$ cat src/rtl/instruction_fetch.sv
// Instruction fetch stage: owns the fetch PC, issues credit-limited word reads to
// instruction memory and delivers responses in order through a small FIFO.
module instruction_fetch_checker #(
    parameter int unsigned FIFO_DEPTH = 4,
    parameter int unsigned CW         = 3
) (
    input logic          clk_i,
    input logic          rst_i,
    input logic          resp_valid_i,
    input logic          push_i,
    input logic [CW-1:0] count_i,
    input logic [CW-1:0] outstanding_i
);
    localparam logic [CW-1:0] FULL_C = CW'(FIFO_DEPTH);

    a_no_push_when_full: assert property (@(posedge clk_i) disable iff (rst_i)
        !(push_i && (count_i == FULL_C)));

    a_resp_has_request: assert property (@(posedge clk_i) disable iff (rst_i)
        !(resp_valid_i && (outstanding_i == {CW{1'b0}})));
endmodule

module instruction_fetch #(
    parameter logic [31:0] RESET_VECTOR = 32'h0000_0000,
    parameter int unsigned FIFO_DEPTH   = 4
) (
    input  logic        i_Clock,
    input  logic        i_Reset,
    output logic        o_IMemReqValid,
    input  logic        i_IMemReqReady,
    output logic [31:0] o_IMemAddr,
    input  logic        i_IMemRespValid,
    input  logic [31:0] i_IMemRespData,
    input  logic        i_Redirect,
    input  logic [31:0] i_RedirectTarget,
    output logic        o_Valid,
    input  logic        i_Ready,
    output logic [31:0] o_InstructionWord,
    output logic [31:0] o_PC,
    output logic        o_FetchFault
);
    localparam int unsigned  AW      = $clog2(FIFO_DEPTH);
    localparam int unsigned  CW      = AW + 1;
    localparam logic [CW:0]  DEPTH_C = (CW + 1)'(FIFO_DEPTH);
    localparam logic [31:0]  RESET_PC_C = {RESET_VECTOR[31:2], 2'b00};

    typedef enum logic [0:0] {
        ST_RUN   = 1'b0,
        ST_FAULT = 1'b1
    } state_e;

    state_e        state_q, state_d;
    logic [31:0]   fetch_pc_q, fetch_pc_d;
    logic [31:0]   resp_pc_q, resp_pc_d;
    logic [CW-1:0] count_q, count_d;
    logic [CW-1:0] outst_q, outst_d;
    logic [CW-1:0] discard_q, discard_d;
    logic [AW-1:0] rd_ptr_q, rd_ptr_d;
    logic [AW-1:0] wr_ptr_q, wr_ptr_d;

    logic [31:0]   word_mem_q  [FIFO_DEPTH];
    logic [31:0]   pc_mem_q    [FIFO_DEPTH];
    logic          fault_mem_q [FIFO_DEPTH];

    logic          pop_s, accept_s, resp_push_s, resp_drop_s;
    logic          wr_en_s, wr_fault_s;
    logic [AW-1:0] wr_idx_s;
    logic [31:0]   wr_word_s, wr_pc_s;
    logic [CW:0]   credit_s;

    assign o_Valid           = (count_q != {CW{1'b0}});
    assign pop_s             = o_Valid && i_Ready;
    assign o_InstructionWord = o_Valid ? word_mem_q[rd_ptr_q] : 32'h0000_0000;
    assign o_PC              = o_Valid ? pc_mem_q[rd_ptr_q] : 32'h0000_0000;
    assign o_FetchFault      = o_Valid && fault_mem_q[rd_ptr_q];

    // Credits count both buffered entries and requests whose words are still in flight.
    assign credit_s       = {1'b0, count_q} + {1'b0, outst_q} - {{CW{1'b0}}, pop_s};
    assign o_IMemReqValid = (state_q == ST_RUN) && (credit_s < DEPTH_C) && !i_Reset;
    assign o_IMemAddr     = fetch_pc_q;
    assign accept_s       = o_IMemReqValid && i_IMemReqReady;
    assign resp_drop_s    = i_IMemRespValid && (discard_q != {CW{1'b0}});
    assign resp_push_s    = i_IMemRespValid && (discard_q == {CW{1'b0}}) && !i_Redirect;

    // Next-state for PC, counters, FIFO pointers and the single FIFO write port.
    always_comb begin
        state_d    = state_q;
        fetch_pc_d = accept_s ? (fetch_pc_q + 32'd4) : fetch_pc_q;
        outst_d    = outst_q + CW'(accept_s) - CW'(i_IMemRespValid);
        discard_d  = discard_q - CW'(resp_drop_s);
        resp_pc_d  = resp_push_s ? (resp_pc_q + 32'd4) : resp_pc_q;
        count_d    = count_q + CW'(resp_push_s) - CW'(pop_s);
        rd_ptr_d   = rd_ptr_q + AW'(pop_s);
        wr_ptr_d   = wr_ptr_q + AW'(resp_push_s);
        wr_en_s    = resp_push_s;
        wr_idx_s   = wr_ptr_q;
        wr_word_s  = i_IMemRespData;
        wr_pc_s    = resp_pc_q;
        wr_fault_s = 1'b0;
        if (i_Redirect) begin
            // Everything still in flight after this cycle becomes stale.
            discard_d  = outst_d;
            count_d    = {CW{1'b0}};
            rd_ptr_d   = {AW{1'b0}};
            wr_ptr_d   = {AW{1'b0}};
            fetch_pc_d = {i_RedirectTarget[31:2], 2'b00};
            resp_pc_d  = {i_RedirectTarget[31:2], 2'b00};
            if (i_RedirectTarget[1:0] != 2'b00) begin
                state_d    = ST_FAULT;
                wr_en_s    = 1'b1;
                wr_idx_s   = {AW{1'b0}};
                wr_word_s  = 32'h0000_0000;
                wr_pc_s    = i_RedirectTarget;
                wr_fault_s = 1'b1;
                count_d    = CW'(1);
                wr_ptr_d   = AW'(1);
            end else begin
                state_d = ST_RUN;
            end
        end else begin
            state_d = state_q;
        end
    end

    // Control state registers with synchronous reset.
    always_ff @(posedge i_Clock) begin
        if (i_Reset) begin
            state_q    <= ST_RUN;
            fetch_pc_q <= RESET_PC_C;
            resp_pc_q  <= RESET_PC_C;
            count_q    <= {CW{1'b0}};
            outst_q    <= {CW{1'b0}};
            discard_q  <= {CW{1'b0}};
            rd_ptr_q   <= {AW{1'b0}};
            wr_ptr_q   <= {AW{1'b0}};
        end else begin
            state_q    <= state_d;
            fetch_pc_q <= fetch_pc_d;
            resp_pc_q  <= resp_pc_d;
            count_q    <= count_d;
            outst_q    <= outst_d;
            discard_q  <= discard_d;
            rd_ptr_q   <= rd_ptr_d;
            wr_ptr_q   <= wr_ptr_d;
        end
    end

    // FIFO storage is pure data path; validity lives in count_q.
    always_ff @(posedge i_Clock) begin
        if (wr_en_s) begin
            word_mem_q[wr_idx_s]  <= wr_word_s;
            pc_mem_q[wr_idx_s]    <= wr_pc_s;
            fault_mem_q[wr_idx_s] <= wr_fault_s;
        end
    end

    instruction_fetch_checker #(
        .FIFO_DEPTH (FIFO_DEPTH),
        .CW         (CW)
    ) u_checker (
        .clk_i         (i_Clock),
        .rst_i         (i_Reset),
        .resp_valid_i  (i_IMemRespValid),
        .push_i        (resp_push_s),
        .count_i       (count_q),
        .outstanding_i (outst_q)
    );
endmodule

$ cat config.mk
export PLATFORM = sky130hd
export DESIGN_NAME = instruction_fetch
export DESIGN_NICKNAME = d
export VERILOG_FILES = /design/src/rtl/instruction_fetch.sv
export SDC_FILE = /design/constraint.sdc
export NUM_CORES = 1
export LEC_CHECK = 0
export BUFFER_PORTS_ARGS = -buffer_cell sky130_fd_sc_hd__buf_2
export CAP_MARGIN = 20
export CORE_MARGIN = 8
export CORE_UTILIZATION = 25
export DETAILED_ROUTE_END_ITERATION = 16
export MAX_ROUTING_LAYER = met4
export PLACE_DENSITY = 0.5
export SYNTH_ARGS = -nofsm -noshare
export SYNTH_HDL_FRONTEND = slang
export SYNTH_SLANG_ARGS = --single-unit
$ cat constraint.sdc
create_clock -name i_Clock -period 10.87 [get_ports i_Clock]
set_clock_uncertainty 0.05 [all_clocks]
set_input_delay 1.087 -clock i_Clock [delete_from_list [all_inputs] [get_ports i_Clock]]
set_output_delay 1.087 -clock i_Clock [all_outputs]
set_load 0.1 [all_outputs]
==> out/metrics.csv, run 1 <==
metric,value,unit
period_share,46.78,%
drive_above_1_share,25.83,%
worstPathArrival,3.95,ns
grt_setup_unrepaired,no,
cts_hold_buffers,0,
cts_tree,built,
ant_nets,0,
final.min_clock_period,5.085,ns
end_kind,output port,
first_global_vias,9379,
h-tree-depth,2,
die_w,257,µm
final.setup.worst_slack,5.785,ns
crit_fanout,68,
ys_types,52,
async_flop_share,0,%
routedWlPerCell,19.78,µm
clock_latency,0.53,ns
clock_sinks,334,
path_clk_slew,0.07,ns
startpoint_type,flip-flop,
synth-edff-count,260,
worstSetupPathType,flip-flop to output port,
nets,1258,
dr.pass1.iters,4,
status,"finished, final reports clean",
synth_flop_cell,edfxtp_1,
syn2layout_area_growth,19.72,%
syn-instance-count,1016,
antenna_found_initial,2,
fp-row-count,88,
syn_area,14520,µm²
cts_made_buffers,36,
setup_violations,0,
p_sw,0.001191,W
dpl_cell_area,16180,µm²
hold_violations,0,
slew_violations,0,
postCtsSetupBuffers,0,
clock_tree.root_cell,clkbuf_16,
tightest_slew,1.052,ns
seqPwrFrac,42.1,%
gp_congestion,0.7864,
drt_iter0_drc,406,
comb_power_share,23.5,%
grt_use_total,11.79,%
max_freq,0.1966,GHz
whs,0.4409,ns
p_int,0.002388,W
min_path_type,flip-flop to flip-flop,
ys_seq_area_share,63.97,%
ir_drop,0.09955,mV
port_buffers,166,
hpwl,26.03,mm
drc_errors,0,
routed_wl,38.90,mm
post-route-cell-area,17380,µm²
cts_buffer_depth,3,
clkPwrFrac,34.4,%
cts-resized-gates,0,
switching_share,33.27,%
r2r_setup_slack,6.33,ns
avgSynthCellArea,14.29,µm²
vias_per_cell,4.490,
grt_pass1_wl,58.82,mm
vias,8827,
yosys_warnings,0,
maxCapViolCount,0,
grt_max_degree,69,
initial_utilization,25.22,%
total_power,0.003579,W
fin_tns_setup,0,ns
relSlewSlack,29.58,%
grt_overflow,0,
die-area,66050,µm²
core,57590,µm²
place_ws,6.139,ns
critPathRequiredTime,9.73,ns
synth_seq_cells,334,
die_y,257,µm
leakagePower,5.983,nW
p_per_area,205.9,nW/µm²
pin_count,169,
## layer usage
metal  GRT usage, %  share of wire (%)  vias up
li1               -                  -     4141
met1          15.39                 46     4440
met2          18.88                 47      213
met3          2.437                4.9       33
met4          2.529                1.5        0
met5              -                  0        -
## per-stage QoR
stage,utilization (%),instances
3_3_place_gp,28.10,1900
2_1_floorplan,-,1017
4_1_cts,30.15,1964
5_1_grt,30.19,1966
6_report,30.19,1966
3_5_place_dp,28.10,1900
## cell families after synthesis
logic type               Yosys count  share of synthesized area (%)
flip-flops                       334                          63.97
AND/OR/NAND/NOR                  276                          10.70
AO/OA/AOI/OAI                    160                          7.488
buffers and inverters            114                          3.214
multiplexers                      71                          10.51
XOR/XNOR                          46                          2.775
adder cells (fa/ha/maj)           14                          1.310
other                              1                        0.02583
## Yosys cell counts (all sizes together), types with 19 or more instances
cell type	number	share of area, %
nor2	21	0.54
and2	104	4.5
xnor2	35	2.1
o31a	30	1.8
dfxtp	74	10
nor4	19	0.86
o21ai	31	1.1
edfxtp	260	54
clkbuf	44	1.1
nor3	21	0.72
nand2	51	1.3
a21boi	33	1.7
mux4	65	10
a21oi	35	1.2
inv	54	1.4
## worst paths after layout
path / startpoint / endpoint / cells past startpoint
min: state_q$_SDFFE_PP0P_ / state_q$_SDFFE_PP0P_ / 2
max: count_q[1]$_SDFF_PP0_ / o_IMemReqValid / 9
min reg2reg: state_q$_SDFFE_PP0P_ / state_q$_SDFFE_PP0P_ / 2
max reg2reg: count_q[1]$_SDFF_PP0_ / discard_q[2]$_SDFF_PP0_ / 16
## state kept, by name, indices dropped and copies added (netlist names)
register,cells
discard_q,3
o_IMemAddr,30
count_q,3
outst_q,3
wr_ptr_q,2
word_mem_q,128
fault_mem_q,4
resp_pc_q,30
rd_ptr_q,2
pc_mem_q,128
state_q,1
## cells in the final DEF (no fill, tap or decap), types with 12 or more instances in the layout
master,Yosys,layout
clkbuf_16,0,36
o31a_1,30,30
nand2_1,51,51
o21ai_0,31,30
nand3_1,18,18
a21oi_1,35,35
nor3_1,21,21
buf_2,7,166
dfxtp_1,74,72
and2_1,103,103
ha_1,12,12
xnor2_1,35,35
edfxtp_1,260,260
a21boi_0,32,32
nor2_1,21,17
inv_1,54,54
mux4_2,65,65
nand4_1,12,12
nor4_1,18,18
## area by class of cell
type                    instances  area (µm²)
flip-flops and latches        334        9296
clock buffers                  48       979.7
well taps                     765       957.2
diodes                          1       2.502
fillers                      5849       40200
multi-input cells             569        4811
repair buffers                178       933.4
inverters                      55       206.4
clock inverters                16       196.4
## power groups by stage
stage | Clock [W] | Combinational, W | Sequential (W)
floorplan | 0 | 0.000624 | 0.00158
global placement | 0 | 0.000848 | 0.00153
detailed placement | 0 | 0.000854 | 0.00154
CTS | 0.00127 | 0.000856 | 0.00151
global route | 0.00132 | 0.000894 | 0.00152
finish | 0.00123 | 0.000841 | 0.00151
## worst max-delay path: stages, from the launching register on
cell	delay (ns)
dfxtp_1	0.40
or3_2	0.14
buf_4	0.49
nand2_1	0.26
or2_2	0.33
ha_1	0.28
and2_1	0.16
a2111o_1	0.49
a211oi_1	0.35
buf_2	0.50
No activity file was read; power rests on OpenSTA's default activity.
==> run 2, diff against run 1 <==
--- a/config.mk
+++ b/config.mk
@@ -5,6 +5,7 @@
 export SDC_FILE = /design/constraint.sdc
 export NUM_CORES = 1
 export LEC_CHECK = 0
+export ABC_AREA = 1
 export BUFFER_PORTS_ARGS = -buffer_cell sky130_fd_sc_hd__buf_2
 export CAP_MARGIN = 20
 export CORE_MARGIN = 8
==> constraint.sdc (replaced) <==
create_clock -name i_Clock -period 5.2 [get_ports i_Clock]
set_clock_uncertainty 0.05 [all_clocks]
set_input_delay 0.52 -clock i_Clock [delete_from_list [all_inputs] [get_ports i_Clock]]
set_output_delay 0.52 -clock i_Clock [all_outputs]
set_load 0.1 [all_outputs]
==> run 2 against run 1 <==
Effect of this change: cell count up 34%; combinational power up 140%; clock power up 120%; final area up 5.5%; utilization down 0.24 points; critical endpoint is now o_PC[15]; largest cell class unchanged; largest power group unchanged.
==> out/metrics.csv, run 2 <==
metric,value,unit,change
hp-start,i_RedirectTarget[2],,
critPathRequiredTime,4.63,ns,-5.10 ns
syn-instance-count,1669,,+64%
async_flop_share,0,%,unchanged
switching_share,35.93,%,+2.7 points
routedWlPerCell,18.13,µm,-8.4%
ir_drop,0.1574,mV,+58%
gp_congestion,0.8751,,+11%
port_buffers,166,,unchanged
ant_nets,0,,unchanged
startpoint_type,flip-flop,,
cts_tree,built,,
dr.pass1.iters,6,,+2
drc_errors,0,,unchanged
routed_wl,47.67,mm,+23%
cpPeakStageDelay,0.53,ns,+0.03 ns
whs_path_depth,3,,+1
die-area,69660,µm²,+5.5%
cp_cell_sequence,buf_4 > inv_2 > buf_4 > nor2_1 > o21ai_0 > a21oi_1 > buf_2,,
crit_buf_inv,4,,+2
synth-edff-count,260,,unchanged
maxCapViolCount,0,,unchanged
synth.top_cells.by_count,"357 x nor2_1, 260 x edfxtp_1, 251 x nand2_1, 190 x o21ai_0, 121 x inv_1",,
drt_iter0_drc,863,,+110%
hold_violations,0,,unchanged
synth_area_leaders,"edfxtp_1 51%, dfxtp_1 9.6%, nor2_1 8.7%",,
leakagePower,6.977,nW,+17%
grt_setup_unrepaired,no,,
clock_tree.root_cell,clkbuf_16,,
p_int,0.005052,W,+110%
grt_use_total,13.52,%,+1.7 points
fp-row-count,91,,+3.4%
syn_area,15370,µm²,+5.8%
antenna_found_initial,0,,-2
setup_violations,0,,unchanged
crit_top_cell,buf_4,,
relSlewSlack,41.88,%,+12 points
tightest_slew,0.8718,ns,-0.1806 ns
period_share,76.59,%,
max_freq,0.2511,GHz,
die_y,263.9,µm,+2.7%
worstSetupPathType,flip-flop to output port,,
mostFrequentLayoutCells,"357 x nor2_1, 260 x edfxtp_1, 251 x nand2_1",,
avgSynthCellArea,9.207,µm²,-36%
p_per_area,429.9,nW/µm²,+110%
crit_family,buffers and inverters,,
slew_violations,0,,unchanged
hpwl,31.07,mm,+19%
synth_seq_cells,334,,unchanged
reg_top3,"pc_mem_q: 128 flops, word_mem_q: 128 flops",,
status,"finished, final reports clean",,
h-tree-depth,2,,unchanged
postCtsSetupBuffers,0,,unchanged
worstPathArrival,3.41,ns,-0.54 ns
grt_overflow,0,,unchanged
grt_max_degree,71,,+2.9%
ys_seq_area_share,60.45,%,-3.5 points
worstSetupPathDepth,7,,-2
vias_per_cell,4.572,,+1.8%
antennaDiodeCount,0,,-1
clock_latency,0.53,ns,about the same
clock_sinks,334,,unchanged
drive_above_1_share,14.74,%,-11 points
synth_flop_cell,edfxtp_1,,
path_clk_slew,0.06,ns,about the same
comb_power_share,25.6,%,+2.1 points
initial_utilization,25.09,%,-0.13 points
first_global_vias,11710,,+25%
reg2reg_depth,21,,+5
final_common_cell,nor2_1,,
vias,12020,,+36%
end_kind,output port,,
critical-path-slowest-cell,buf_2,,
seqPwrFrac,40.0,%,-2.1 points
yosys_warnings,0,,unchanged
synth_top_cell_area_share,50.81,%,-3.0 points
cts-resized-gates,0,,unchanged
fin_tns_setup,0,ns,unchanged
core,61260,µm²,+6.4%
p_sw,0.002833,W,+140%
clkPwrFrac,34.4,%,about the same
final.min_clock_period,3.983,ns,
cts_made_buffers,39,,+8.3%
cts_hold_buffers,0,,unchanged
synth_top_area_cell,edfxtp_1,,
postLayoutCoreUtil,29.94,%,-0.24 points
whs,0.2624,ns,-0.1784 ns
yosys.cell_count.top_type,nor2_1,,
min_path_type,primary input to flip-flop,,
crit_fanout,40,,-41%
die_w,263.9,µm,+2.7%
crit_start,rd_ptr_q[1]$_SDFF_PP0_,,
grt_pass1_wl,72.10,mm,+23%
cts_buffer_depth,3,,unchanged
syn2layout_area_growth,19.35,%,
nets,1893,,+50%
reg2reg_from,count_q[1]$_SDFF_PP0_,,
ys_types,39,,-25%
pin_count,169,,unchanged
==> run 2: changes by cell type after synthesis, sizes merged, moves of 18 or more <==
cell	previous run	this run
inv	54	124
o31a	30	0
xnor2	35	9
nand3	18	63
a21boi	33	0
nor2	21	361
a31oi	0	22
o21ai	31	190
nand2	51	254
clkbuf	44	62
a21oi	35	116
mux4	65	0
and2	104	1
==> run 2: worst register-to-register path: stages, from the launching register on <==
cell and delay [ns]:
dfxtp_1 0.41, nor2_1 0.07, nand2_2 0.10, nand2_2 0.08, inv_1 0.10, nand2_1 0.06
ha_1 0.29, nand2_1 0.05, inv_1 0.05, nand4_1 0.12, nand3_1 0.10, nand2_1 0.06
nor2_2 0.10, nand3_2 0.57, ha_1 0.56, inv_1 0.06, ha_1 0.13, inv_1 0.05
fa_1 0.37, xor2_1 0.17, nor2_1 0.13, a2bb2oi_1 0.18
==> run 2: path summary, 6_finish.rpt <==
check / to / slack (ns)
setup / recovery: o_PC[15] / 1.22
hold / removal: resp_pc_q[2]$_SDFFE_PP0P_ / 0.26
setup reg to reg: discard_q[2]$_SDFF_PP0_ / 1.28
hold reg to reg: state_q$_SDFFE_PP0P_ / 0.42
==> run 2: cell type report <==
cell class,instances,area (µm²)
clock buffer,53,1060
clock inverter,18,202.7
fill,6406,42910
inverter,125,471.7
multi-input combinational,1121,5284
sequential,334,9294
tap,790,988.4
timing repair buffer,188,1041
==> run 2: per-layer routing <==
metal	wire (µm)	global-route usage, %
met1	22090	18.03
met2	22420	21.73
met3	2503	2.315
met4	650	2.438
met5	0	-
==> run 2: cell families (layout without fill, tap and decap cells) <==
| group | Yosys count | count (layout) | share of synthesized area [%] |
|---|---|---|---|
| adders and majority gates | 14 | 14 | 1.238 |
| buffers and inverters | 215 | 384 | 5.447 |
| and+or+nand+nor | 733 | 733 | 19.51 |
| DFF | 334 | 334 | 60.45 |
| AOI/OAI and AO/OA | 336 | 336 | 11.28 |
| xor gates and xnor gates | 36 | 36 | 2.052 |
| other | 1 | 2 | 0.02440 |
==> run 2: power groups by stage <==
stage	sequential, W	combinational [W]	clock (W)
floorplan	0.00332	0.00145	0
global placement	0.00321	0.00202	0
detailed placement	0.00321	0.00203	0
CTS	0.00316	0.00204	0.00279
global route	0.00317	0.00217	0.00289
finish	0.00316	0.00202	0.00271
==> run 2: per-stage QoR <==
step	power, W	cell area [µm²]	setup WS, ns	instances
after floorplan	0.004768	15390	-1.026	1670
after global placement	0.005227	17050	1.230	2557
after detailed placement	0.005242	17050	1.237	2557
after CTS	0.007980	18310	1.151	2628
after global routing	0.008237	18340	0.8543	2629
final	0.007885	18340	1.217	2629
